`config.mk`:
```
export PLATFORM = sky130hd
export DESIGN_NAME = spm_program_loader_flat
export DESIGN_NICKNAME = d
export VERILOG_FILES = /design/src/rtl/spm_loader_pkg.sv /design/src/rtl/spm_program_loader_if.sv /design/src/rtl/spm_loader_fifo.sv /design/src/rtl/spm_program_loader.sv /design/src/flat_wrapper.sv
export SDC_FILE = /design/constraint.sdc
export NUM_CORES = 1
export LEC_CHECK = 0
export ABC_AREA = 1
export CORE_MARGIN = 5
export CORE_UTILIZATION = 50
export CTS_CLUSTER_SIZE = 24
export DETAILED_ROUTE_END_ITERATION = 6
export PLACE_DENSITY = 0.76
export SLEW_MARGIN = 0
export SYNTH_ARGS = -nofsm -noshare
export SYNTH_HDL_FRONTEND = slang
export SYNTH_HIERARCHICAL = 1
export SYNTH_SLANG_ARGS = --single-unit
```
`constraint.sdc`:
```
create_clock -name clk -period 2.9 [get_ports clk]
set_input_delay 0.58 -clock clk [delete_from_list [all_inputs] [get_ports clk]]
set_output_delay 0.58 -clock clk [all_outputs]
set_load 0.01 [all_outputs]
```
`src/rtl/spm_loader_pkg.sv`:
```
// Shared definitions for the RISC_SPM program loader: register offsets, FSM encoding, STATUS layout.
// Pure declarations, no logic.
package spm_loader_pkg;

    localparam logic [3:0] CTRL   = 4'h0;
    localparam logic [3:0] PUSH   = 4'h4;
    localparam logic [3:0] STATUS = 4'h8;
    localparam logic [3:0] CSUM   = 4'hC;

    typedef enum logic [1:0] {
        IDLE   = 2'd0,
        SETUP  = 2'd1,
        STROBE = 2'd2,
        HOLD   = 2'd3
    } state_t;

    localparam int ST_EMPTY = 0;
    localparam int ST_FULL  = 1;
    localparam int ST_OVF   = 2;
    localparam int ST_BUSY  = 3;
    localparam int ST_LVL   = 4;

endpackage

```
`src/rtl/spm_program_loader_if.sv`:
```
// Wishbone slave bus of the program loader; master drives the request, slave returns ack/data.
// Ack arrives one cycle after the request and never on two consecutive cycles.
interface spm_program_loader_if;
    logic        wbs_stb_i;
    logic        wbs_cyc_i;
    logic        wbs_we_i;
    logic [3:0]  wbs_adr_i;
    logic [31:0] wbs_dat_i;
    logic        wbs_ack_o;
    logic [31:0] wbs_dat_o;

    modport master (
        output wbs_stb_i, wbs_cyc_i, wbs_we_i, wbs_adr_i, wbs_dat_i,
        input  wbs_ack_o, wbs_dat_o
    );

    modport slave (
        input  wbs_stb_i, wbs_cyc_i, wbs_we_i, wbs_adr_i, wbs_dat_i,
        output wbs_ack_o, wbs_dat_o
    );
endinterface

```
`src/rtl/spm_loader_fifo.sv`:
```
// Synchronous FIFO with first-word-fall-through head; a pushed entry is visible the next cycle.
// A push while full is accepted only when a pop happens in the same cycle, otherwise ignored.
module spm_loader_fifo #(
    parameter int DEPTH = 8,
    parameter int WIDTH = 16
) (
    input  logic                       clk,
    input  logic                       rst_n,
    input  logic                       push,
    input  logic [WIDTH-1:0]           push_dat,
    input  logic                       pop,
    output logic [WIDTH-1:0]           pop_dat,
    output logic                       full,
    output logic                       empty,
    output logic [$clog2(DEPTH):0]     level
);
    localparam int AW = $clog2(DEPTH);

    logic [WIDTH-1:0] mem [DEPTH];
    logic [AW-1:0]    wr_ptr;
    logic [AW-1:0]    rd_ptr;
    logic [AW:0]      count;
    logic             do_push;
    logic             do_pop;

    assign empty   = (count == '0);
    assign full    = (count == (AW+1)'(DEPTH));
    assign level   = count;
    assign pop_dat = mem[rd_ptr];
    assign do_pop  = pop & ~empty;
    // When full, the slot being pushed is the one being popped this cycle.
    assign do_push = push & (~full | do_pop);

    always_ff @(posedge clk) begin
        if (do_push) begin
            mem[wr_ptr] <= push_dat;
        end
    end

    always_ff @(posedge clk or negedge rst_n) begin
        if (!rst_n) begin
            wr_ptr <= '0;
            rd_ptr <= '0;
            count  <= '0;
        end else begin
            if (do_push) wr_ptr <= wr_ptr + 1'b1;
            if (do_pop)  rd_ptr <= rd_ptr + 1'b1;
            case ({do_push, do_pop})
                2'b10:   count <= count + 1'b1;
                2'b01:   count <= count - 1'b1;
                default: count <= count;
            endcase
        end
    end

endmodule

```
`src/rtl/spm_program_loader.sv`:
```
// Wishbone-fed loader writing {addr,data} pairs into RISC_SPM, 4 cycles per entry; ack 1 cycle after request.
// Full FIFO drops pushes (sticky overflow); CSUM accumulator exists only with SPM_LOADER_CSUM_EN.
module spm_program_loader
    import spm_loader_pkg::*;
#(
    parameter int FIFO_DEPTH = 8,
    parameter int ADDR_W     = 8,
    parameter int DATA_W     = 8
) (
    input  logic                clk,
    input  logic                rst_n,
    spm_program_loader_if.slave wb,
    output logic                spm_rst,
    output logic                spm_ext_write,
    output logic [ADDR_W-1:0]   spm_address,
    output logic [DATA_W-1:0]   spm_data,
    output logic                busy
);
    localparam int LVL_W = $clog2(FIFO_DEPTH) + 1;
    localparam int ENT_W = ADDR_W + DATA_W;

    logic              ack_q;
    logic [31:0]       dat_q;
    logic              hold_q;
    logic              run_q;
    logic              ovf_q;
    state_t            state_q;
    state_t            state_d;

    logic [ENT_W-1:0]  fifo_head;
    logic              fifo_full;
    logic              fifo_empty;
    logic [LVL_W-1:0]  fifo_level;

    logic [1:0]        reg_sel;
    logic              access;
    logic              wr_en;
    logic              rd_en;
    logic              push;
    logic              pop;
    logic [31:0]       status_word;
    logic [31:0]       csum_word;
    logic [31:0]       rd_word;
    logic              unused_in;

    assign wb.wbs_ack_o = ack_q;
    assign wb.wbs_dat_o = dat_q;

    // The ~ack_q term keeps a held strobe from being taken twice.
    assign access  = wb.wbs_cyc_i & wb.wbs_stb_i & ~ack_q;
    assign wr_en   = access &  wb.wbs_we_i;
    assign rd_en   = access & ~wb.wbs_we_i;
    assign reg_sel = wb.wbs_adr_i[3:2];
    assign push    = wr_en && (reg_sel == PUSH[3:2]);
    assign pop     = (state_q == IDLE) && !fifo_empty;

    assign unused_in = ^{wb.wbs_adr_i[1:0], wb.wbs_dat_i[31:ADDR_W+8]};

    spm_loader_fifo #(
        .DEPTH (FIFO_DEPTH),
        .WIDTH (ENT_W)
    ) u_fifo (
        .clk      (clk),
        .rst_n    (rst_n),
        .push     (push),
        .push_dat ({wb.wbs_dat_i[8 +: ADDR_W], wb.wbs_dat_i[0 +: DATA_W]}),
        .pop      (pop),
        .pop_dat  (fifo_head),
        .full     (fifo_full),
        .empty    (fifo_empty),
        .level    (fifo_level)
    );

    assign busy    = ~fifo_empty | (state_q != IDLE);
    assign spm_rst = hold_q | ~run_q | busy;

    always_comb begin
        status_word               = '0;
        status_word[ST_EMPTY]     = fifo_empty;
        status_word[ST_FULL]      = fifo_full;
        status_word[ST_OVF]       = ovf_q;
        status_word[ST_BUSY]      = busy;
        status_word[ST_LVL +: 4]  = 4'(fifo_level);
    end

    always_comb begin
        rd_word = '0;
        case (reg_sel)
            CTRL[3:2]:   rd_word = {30'b0, run_q, hold_q};
            STATUS[3:2]: rd_word = status_word;
            CSUM[3:2]:   rd_word = csum_word;
            default:     rd_word = '0;
        endcase
    end

    always_ff @(posedge clk or negedge rst_n) begin
        if (!rst_n) begin
            ack_q <= 1'b0;
            dat_q <= '0;
        end else begin
            ack_q <= access;
            dat_q <= rd_en ? rd_word : '0;
        end
    end

    always_ff @(posedge clk or negedge rst_n) begin
        if (!rst_n) begin
            hold_q <= 1'b0;
            run_q  <= 1'b0;
            ovf_q  <= 1'b0;
        end else begin
            if (wr_en && (reg_sel == CTRL[3:2])) begin
                {run_q, hold_q} <= wb.wbs_dat_i[1:0];
            end
            if (push && fifo_full && !pop) begin
                ovf_q <= 1'b1;
            end else if (wr_en && (reg_sel == STATUS[3:2]) && wb.wbs_dat_i[ST_OVF]) begin
                ovf_q <= 1'b0;
            end
        end
    end

    always_ff @(posedge clk or negedge rst_n) begin
        if (!rst_n) begin
            state_q <= IDLE;
        end else begin
            state_q <= state_d;
        end
    end

    always_comb begin
        state_d       = state_q;
        spm_ext_write = 1'b0;
        case (state_q)
            IDLE:    if (!fifo_empty) state_d = SETUP;
            SETUP:   state_d = STROBE;
            STROBE: begin
                spm_ext_write = 1'b1;
                state_d       = HOLD;
            end
            HOLD:    state_d = IDLE;
            default: state_d = IDLE;
        endcase
    end

    // Address/data are captured on the pop and stay put until the next pop.
    always_ff @(posedge clk or negedge rst_n) begin
        if (!rst_n) begin
            spm_address <= '0;
            spm_data    <= '0;
        end else if (pop) begin
            {spm_address, spm_data} <= fifo_head;
        end
    end

`ifdef SPM_LOADER_CSUM_EN
    logic [7:0] csum_q;

    always_ff @(posedge clk or negedge rst_n) begin
        if (!rst_n) begin
            csum_q <= '0;
        end else if (wr_en && (reg_sel == CSUM[3:2])) begin
            csum_q <= '0;
        end else if (state_q == STROBE) begin
            csum_q <= csum_q + 8'(spm_data);
        end
    end

    assign csum_word = {24'b0, csum_q};
`else
    assign csum_word = '0;
`endif

endmodule

```
`src/flat_wrapper.sv`:
```
// flat-port wrapper written by rule: the top's interface ports become plain ports
module spm_program_loader_flat import spm_loader_pkg::*;
#(
    parameter int FIFO_DEPTH = 8,
    parameter int ADDR_W     = 8,
    parameter int DATA_W     = 8
)
  (clk, rst_n, spm_rst, spm_ext_write, spm_address, spm_data, busy, wb_wbs_stb_i, wb_wbs_cyc_i, wb_wbs_we_i, wb_wbs_adr_i, wb_wbs_dat_i, wb_wbs_ack_o, wb_wbs_dat_o);
  spm_program_loader_if wb_i ();
  input  logic clk;
  input  logic rst_n;
  output logic spm_rst;
  output logic spm_ext_write;
  output logic [ADDR_W-1:0] spm_address;
  output logic [DATA_W-1:0] spm_data;
  output logic busy;
  input wire logic [$bits(wb_i.wbs_stb_i)-1:0] wb_wbs_stb_i;
  input wire logic [$bits(wb_i.wbs_cyc_i)-1:0] wb_wbs_cyc_i;
  input wire logic [$bits(wb_i.wbs_we_i)-1:0] wb_wbs_we_i;
  input wire logic [$bits(wb_i.wbs_adr_i)-1:0] wb_wbs_adr_i;
  input wire logic [$bits(wb_i.wbs_dat_i)-1:0] wb_wbs_dat_i;
  output wire logic [$bits(wb_i.wbs_ack_o)-1:0] wb_wbs_ack_o;
  output wire logic [$bits(wb_i.wbs_dat_o)-1:0] wb_wbs_dat_o;
  assign wb_i.wbs_stb_i = wb_wbs_stb_i;
  assign wb_i.wbs_cyc_i = wb_wbs_cyc_i;
  assign wb_i.wbs_we_i = wb_wbs_we_i;
  assign wb_i.wbs_adr_i = wb_wbs_adr_i;
  assign wb_i.wbs_dat_i = wb_wbs_dat_i;
  assign wb_wbs_ack_o = wb_i.wbs_ack_o;
  assign wb_wbs_dat_o = wb_i.wbs_dat_o;
  spm_program_loader #(.FIFO_DEPTH(FIFO_DEPTH), .ADDR_W(ADDR_W), .DATA_W(DATA_W)) u_core (.clk(clk), .rst_n(rst_n), .wb(wb_i), .spm_rst(spm_rst), .spm_ext_write(spm_ext_write), .spm_address(spm_address), .spm_data(spm_data), .busy(busy));
endmodule
```
# After elaboration in Yosys (flattened, before gate mapping)

Memories as Yosys holds them, arrays and structs flattened. A register that Yosys moved wholly into a read port is not among the register bits.
Cells that the tools add are included.

Flip-flop bits (word level): 48
Bits in writable memories: 128
Input bits: 41
Word-level logic and storage cells: 64
Memories kept: 1

Memory list:

| memory            | depth | width | rd ports | clocked after memory_dff | wr ports | line                  | text |
|---|---|---|---|---|---|---|---|
| u_core.u_fifo.mem | 8     | 16    | 1        | 1                        | 1        | spm_loader_fifo.sv:19 | `logic [WIDTH-1:0] mem [DEPTH];` |

Add/subtract/negate cells: 4
Eq/ne operators: 9
Multiplexer cells: 10
Bitwise operators: 15
Reductions and logical operators: 16

Operators by type and width:

| kind                                              | count |
|---|---|
| case mux 8 bit (2 select lines)                   | 1 |
| == test 2 bit (second input constant)             | 4 |
| two-way mux 8 bit                                 | 1 |
| case mux 2 bit (4 select lines)                   | 1 |
| case mux 4 bit (2 select lines)                   | 1 |
| logical AND 1 bit                                 | 7 |
| adder 3 x 1 -> 3 bit (second input constant)      | 2 |
| AND 1 bit                                         | 6 |
| == test 2 x 1 -> 1 bit (second input constant)    | 3 |
| nonzero test 2 bit                                | 3 |
| two-way mux 1 bit                                 | 5 |
| NOT 1 bit                                         | 5 |
| adder 4 x 1 -> 4 bit (second input constant)      | 1 |
| == test 4 bit (second input constant)             | 1 |
| logical NOT 2 bit                                 | 2 |
| logical NOT 4 bit                                 | 1 |
| OR 1 bit                                          | 4 |
| subtractor 4 x 1 -> 4 bit (second input constant) | 1 |
| logical NOT 1 bit                                 | 3 |
| two-way mux 2 bit                                 | 1 |
| inequality test 2 bit (second input constant)     | 1 |

# Logic depth before layout (Yosys ltp)

Depth after elaboration: 8
Mapped depth: 15

# Cells and area by module

Netlist, hierarchy kept.

By module, submodules not included:

| module             | times used | cells each | area an instance (um2) | sequential area each (um2) |
|---|---|---|---|---|
| spm_loader_fifo    | 1          | 435        | 5627.9                 | 4093.9 |
| spm_program_loader | 1          | 163        | 1472.7                 | 750.7 |

# Worst setup path before layout

No wires, ideal clock.

Path type: input to register
Start point: input wb_wbs_cyc_i
End point: memory u_core.u_fifo.mem[4][0], enable pin
Arrival time: 2535 ps
Required time: 2491 ps
Path slack: -44 ps
Cell stages on the path: 4
Buffers on the path: 0
Cell sequence: nand4_1 > nor3_1 > nand3_2 > nor3_1

Cells in the longest elaborated chain, start to end: 7

RTL lines:

| what                                    | line                     | text |
|---|---|---|
| start, declared                         | flat_wrapper.sv:18       | `input wire logic [$bits(wb_i.wbs_cyc_i)-1:0] wb_wbs_cyc_i;` |
| AND 1 bit (2 in a row)                  | spm_program_loader.sv:50 | `assign access = wb.wbs_cyc_i & wb.wbs_stb_i & ~ack_q;` |
| AND 1 bit                               | spm_program_loader.sv:51 | `assign wr_en = access & wb.wbs_we_i;` |
| logical AND 1 bit                       | spm_program_loader.sv:54 | `assign push = wr_en && (reg_sel == PUSH[3:2]);` |
| via u_core.push                         | spm_program_loader.sv:39 | `logic push;` |
| AND 1 bit                               | spm_loader_fifo.sv:32    | `assign do_push = push & (~full \| do_pop);` |
| two-way mux 1 bit                       | spm_loader_fifo.sv:35    | `if (do_push) begin` |
| two-way mux 1 bit (not written as such) | spm_loader_fifo.sv:36    | `mem[wr_ptr] <= push_dat;` |
| end, declared                           | spm_loader_fifo.sv:19    |  |

The timed path passes the listed nets, and every way through them passes these cells.

# Worst setup path after layout

Start point: register u_core.u_fifo.count[1], in the netlist u_core/u_fifo/level[1]
End point: output spm_rst

Cells in the longest elaborated chain, start to end: 4

RTL lines:

| what                   | line                     | text |
|---|---|---|
| start, declared        | spm_loader_fifo.sv:22    | `logic [AW:0] count;` |
| start signal, assigned | spm_loader_fifo.sv:49    | `2'b10: count <= count + 1'b1;` |
| start signal, assigned | spm_loader_fifo.sv:50    | `2'b01: count <= count - 1'b1;` |
| start signal, assigned | spm_loader_fifo.sv:51    | `default: count <= count;` |
| logical NOT 4 bit      | spm_loader_fifo.sv:26    | `assign empty = (count == '0);` |
| via u_core.fifo_empty  | spm_program_loader.sv:32 | `logic fifo_empty;` |
| NOT 1 bit              | spm_program_loader.sv:74 | `assign busy = ~fifo_empty \| (state_q != IDLE);` |
| OR 1 bit               | spm_program_loader.sv:74 |  |
| OR 1 bit               | spm_program_loader.sv:75 | `assign spm_rst = hold_q \| ~run_q \| busy;` |
| end, declared          | flat_wrapper.sv:12       | `output logic spm_rst;` |

The timed path passes the listed nets, and every way through them passes these cells.

==> qor.yml <==
grt_pass1_wl_mm: 22.15
startpoint_type: "register"
outcome: "finished clean"
required_ns: 2.32
post_cts_buffers: 0
ctsLongestPathBuffers: 2
setup_violations: 0
crit_arrival_ns: 2.09
dr.pass1.iters: 5
final-hold-violation-count: 0
fp.dieW_um: 129.2
ys_types: 39
cts_tree: "built"
min_path_type: "in2async"
synth_seq_cells: 168
avgViaCountPerCell: 5.289
power_density_nw_per_um2: 924.1
clkPwrFrac_pct: 28.7
clkSinkCount: 168
clock_latency_ns: 0.42
fin_crit_ns: 2.671
fin_crit_sh_pct: 92.09
relSlewSlack_pct: 47.19
grt_util_all_layers_pct: 17.67
portBuffers: 50
htreeDepth: 4
post-dp-hpwl_mm: 8.697
comb_power_share_pct: 33.0
layout-drive-gt1-share_pct: 11.28
p_int_uw: 5111
maxSlewViolCount: 0
drc_errors: 0
critPathKind: "reg2out"
post_drt_wl_per_cell_um: 16.78
synthToLayoutAreaGrowth_pct: 17.89
syn_inst: 598
vias: 4517
place.gp.congestion: 0.8665
ir_worst_vdd_mv: 0.5375
leakagePower_uw: 0.003288
p_switching_uw: 2625
die_h_um: 129.2
syn_area_um2: 7101
utilization_pct: 60.30
ios: 93
critPathMaxFanout: 6
num_antenna_cells: 0
rows: 43
cts_hold_buf: 0
clock.fmax_ghz: 0.3744
multi_input_area_um2: 1923
cap_violations: 0
seqPwrFrac_pct: 38.3
cts_buffers: 17
clk_pin_slew_ns: 0.06
cts_resized: 0
total_power_uw: 7735
fin_skew_ns: 0.008327
design.core.area_um2: 13880
post_synth.cell_area_avg_um2: 11.87
wirelength_mm: 14.33
fin_nets: 710
grt_pass1_vias: 4334
ant_nets: 0
die-area_um2: 16680
root_buffer: "clkbuf_16"
ys_seq_area_share_pct: 68.23
swShare_pct: 33.93
grt_max_degree: 67
yosysWarnings: 6
drt_iter0_markers: 355
antenna_found_initial: 0
start_util_pct: 51.15
end_kind: "output port"
worstMarginPinSlew_ns: 0.7921
rsz0062_at_grt: "false"
grt_overflow: 0
nFillCells: 1058
seqCellArea_um2: 4846
[cells in the mapped netlist, drive strengths merged]
cell / n / share of area (%)
nor3b: 3 / 0.53
inv: 27 / 1.5
a21oi: 2 / 0.14
fa: 1 / 0.28
clkbuf: 4 / 0.23
buf: 44 / 4.5
nand2: 127 / 7.0
o22ai: 16 / 1.4
ha: 7 / 1.2
xor2: 4 / 0.49
dfrtp: 40 / 14
nor2: 77 / 4.4
xnor2: 1 / 0.12
conb: 1 / 0.053
mux2i: 16 / 2.3
nand3b: 1 / 0.11
o21bai: 1 / 0.11
nor3: 8 / 0.63
o21ai: 70 / 4.9
edfxtp: 128 / 54
nor4: 1 / 0.18
nand4: 1 / 0.088
nand3: 16 / 1.3
mux2: 1 / 0.16
clkinv: 1 / 0.053
[power groups by stage]
| stage | clock network, µW | registers, µW | logic (µW) |
|---|---|---|---|
| global route | 2360 | 2980 | 2860 |
| finish | 2220 | 2960 | 2550 |
| CTS | 2260 | 2960 | 2560 |
| floorplan | 0 | 3030 | 1830 |
| detailed placement | 0 | 3010 | 2530 |
| global placement | 0 | 3000 | 2430 |
[cells in the final DEF (no fill, tap or decap), drive strengths merged]
master           n
inv             28
a21oi            2
clkinv           9
nor3b            3
dfrtp           40
buf             20
nand3b           1
nand2          127
xor2             4
conb            24
bufinv           3
nand3           16
nand4            1
nor3             8
edfxtp         128
o21bai           1
xnor2            1
nor2            77
mux2i           16
clkdlybuf4s50   49
nor4             1
o22ai           16
fa               1
ha               7
mux2             1
clkbuf          20
o21ai           70
[per-layer routing]
metal,track usage [%],share of wire [%],vias up
met4,5.127,0.98,0
met5,0,0,-
li1,-,-,2143
met1,21.26,41,2199
met2,30.91,51,161
met3,5.276,6.6,14
[cells by family (layout without fill, tap and decap cells)]
family | Yosys count | count (layout) | share of synthesized area [%]
AO/OA/AOI/OAI | 89 | 89 | 6.590
XOR/XNOR | 5 | 5 | 0.6167
adder cells (fa/ha/maj) | 8 | 8 | 1.515
buffers and inverters | 76 | 129 | 6.308
flip-flops | 168 | 168 | 68.23
multiplexers | 17 | 17 | 2.414
other | 1 | 24 | 0.05281
AND/OR/NAND/NOR | 234 | 234 | 14.27
[state kept, by name (all words and copies together), names as in the netlist]
signal	count
u_core/u_fifo/mem	128
u_core/spm_address	8
u_core/spm_data	8
u_core/wb.wbs_dat_o	8
u_core/u_fifo/level	4
u_core/u_fifo/rd_ptr	3
u_core/u_fifo/wr_ptr	3
u_core/state_q	2
u_core/hold_q	1
u_core/ovf_q	1
u_core/run_q	1
u_core/wb.wbs_ack_o	1
[worst max-delay path: stages (launching register included)]
cell	delay, ns
dfrtp_1	0.43
nor2_2	0.16
nand2_2	0.10
inv_1	0.21
nand2_2	0.14
inv_2	0.08
nand3b_1	0.08
clkdlybuf4s50_1	0.48
[final timing paths]
kind	from	end	slack, ns	cells after the start
max	u_core/u_fifo/level[1]	spm_rst	0.23	7
min reg2reg	u_core/spm_data[4]	u_core/spm_data[4]	0.47	2
min in group clk	u_core/spm_data[4]	u_core/spm_data[4]	0.47	2
max reg2reg	u_core/wb.wbs_ack_o	u_core/u_fifo/level[3]	0.54	13
min	rst_n	u_core/state_q[0]	0.08	1
max in group asynchronous	rst_n	u_core/u_fifo/rd_ptr[0]	2.12	2
[layout make-up]
| class | count | area share, % |
|---|---|---|
| multi-input combinational | 377 | 22.97 |
| inverter | 28 | 1.315 |
| sequential | 168 | 57.89 |
| clock buffer | 20 | 5.217 |
| clock inverter | 12 | 1.839 |
| tap | 180 | 2.691 |
| timing repair buffer | 69 | 8.072 |
[per-stage QoR]
stage               hold slack (ns)  setup slack, ns  area (µm²)  cells  setup TNS (ns)
floorplan                    0.2844         -0.03996        7192    621          -1.917
global placement             0.4594           0.1547        7780    822               0
detailed placement           0.4576        -0.007872        7780    822       -0.007872
CTS                         0.08003           0.1958        8371    854               0
global route                 0.1007           0.1205        8371    854               0
finish                      0.08076           0.2292        8371    854               0
(Power assumes the default switching activity.)
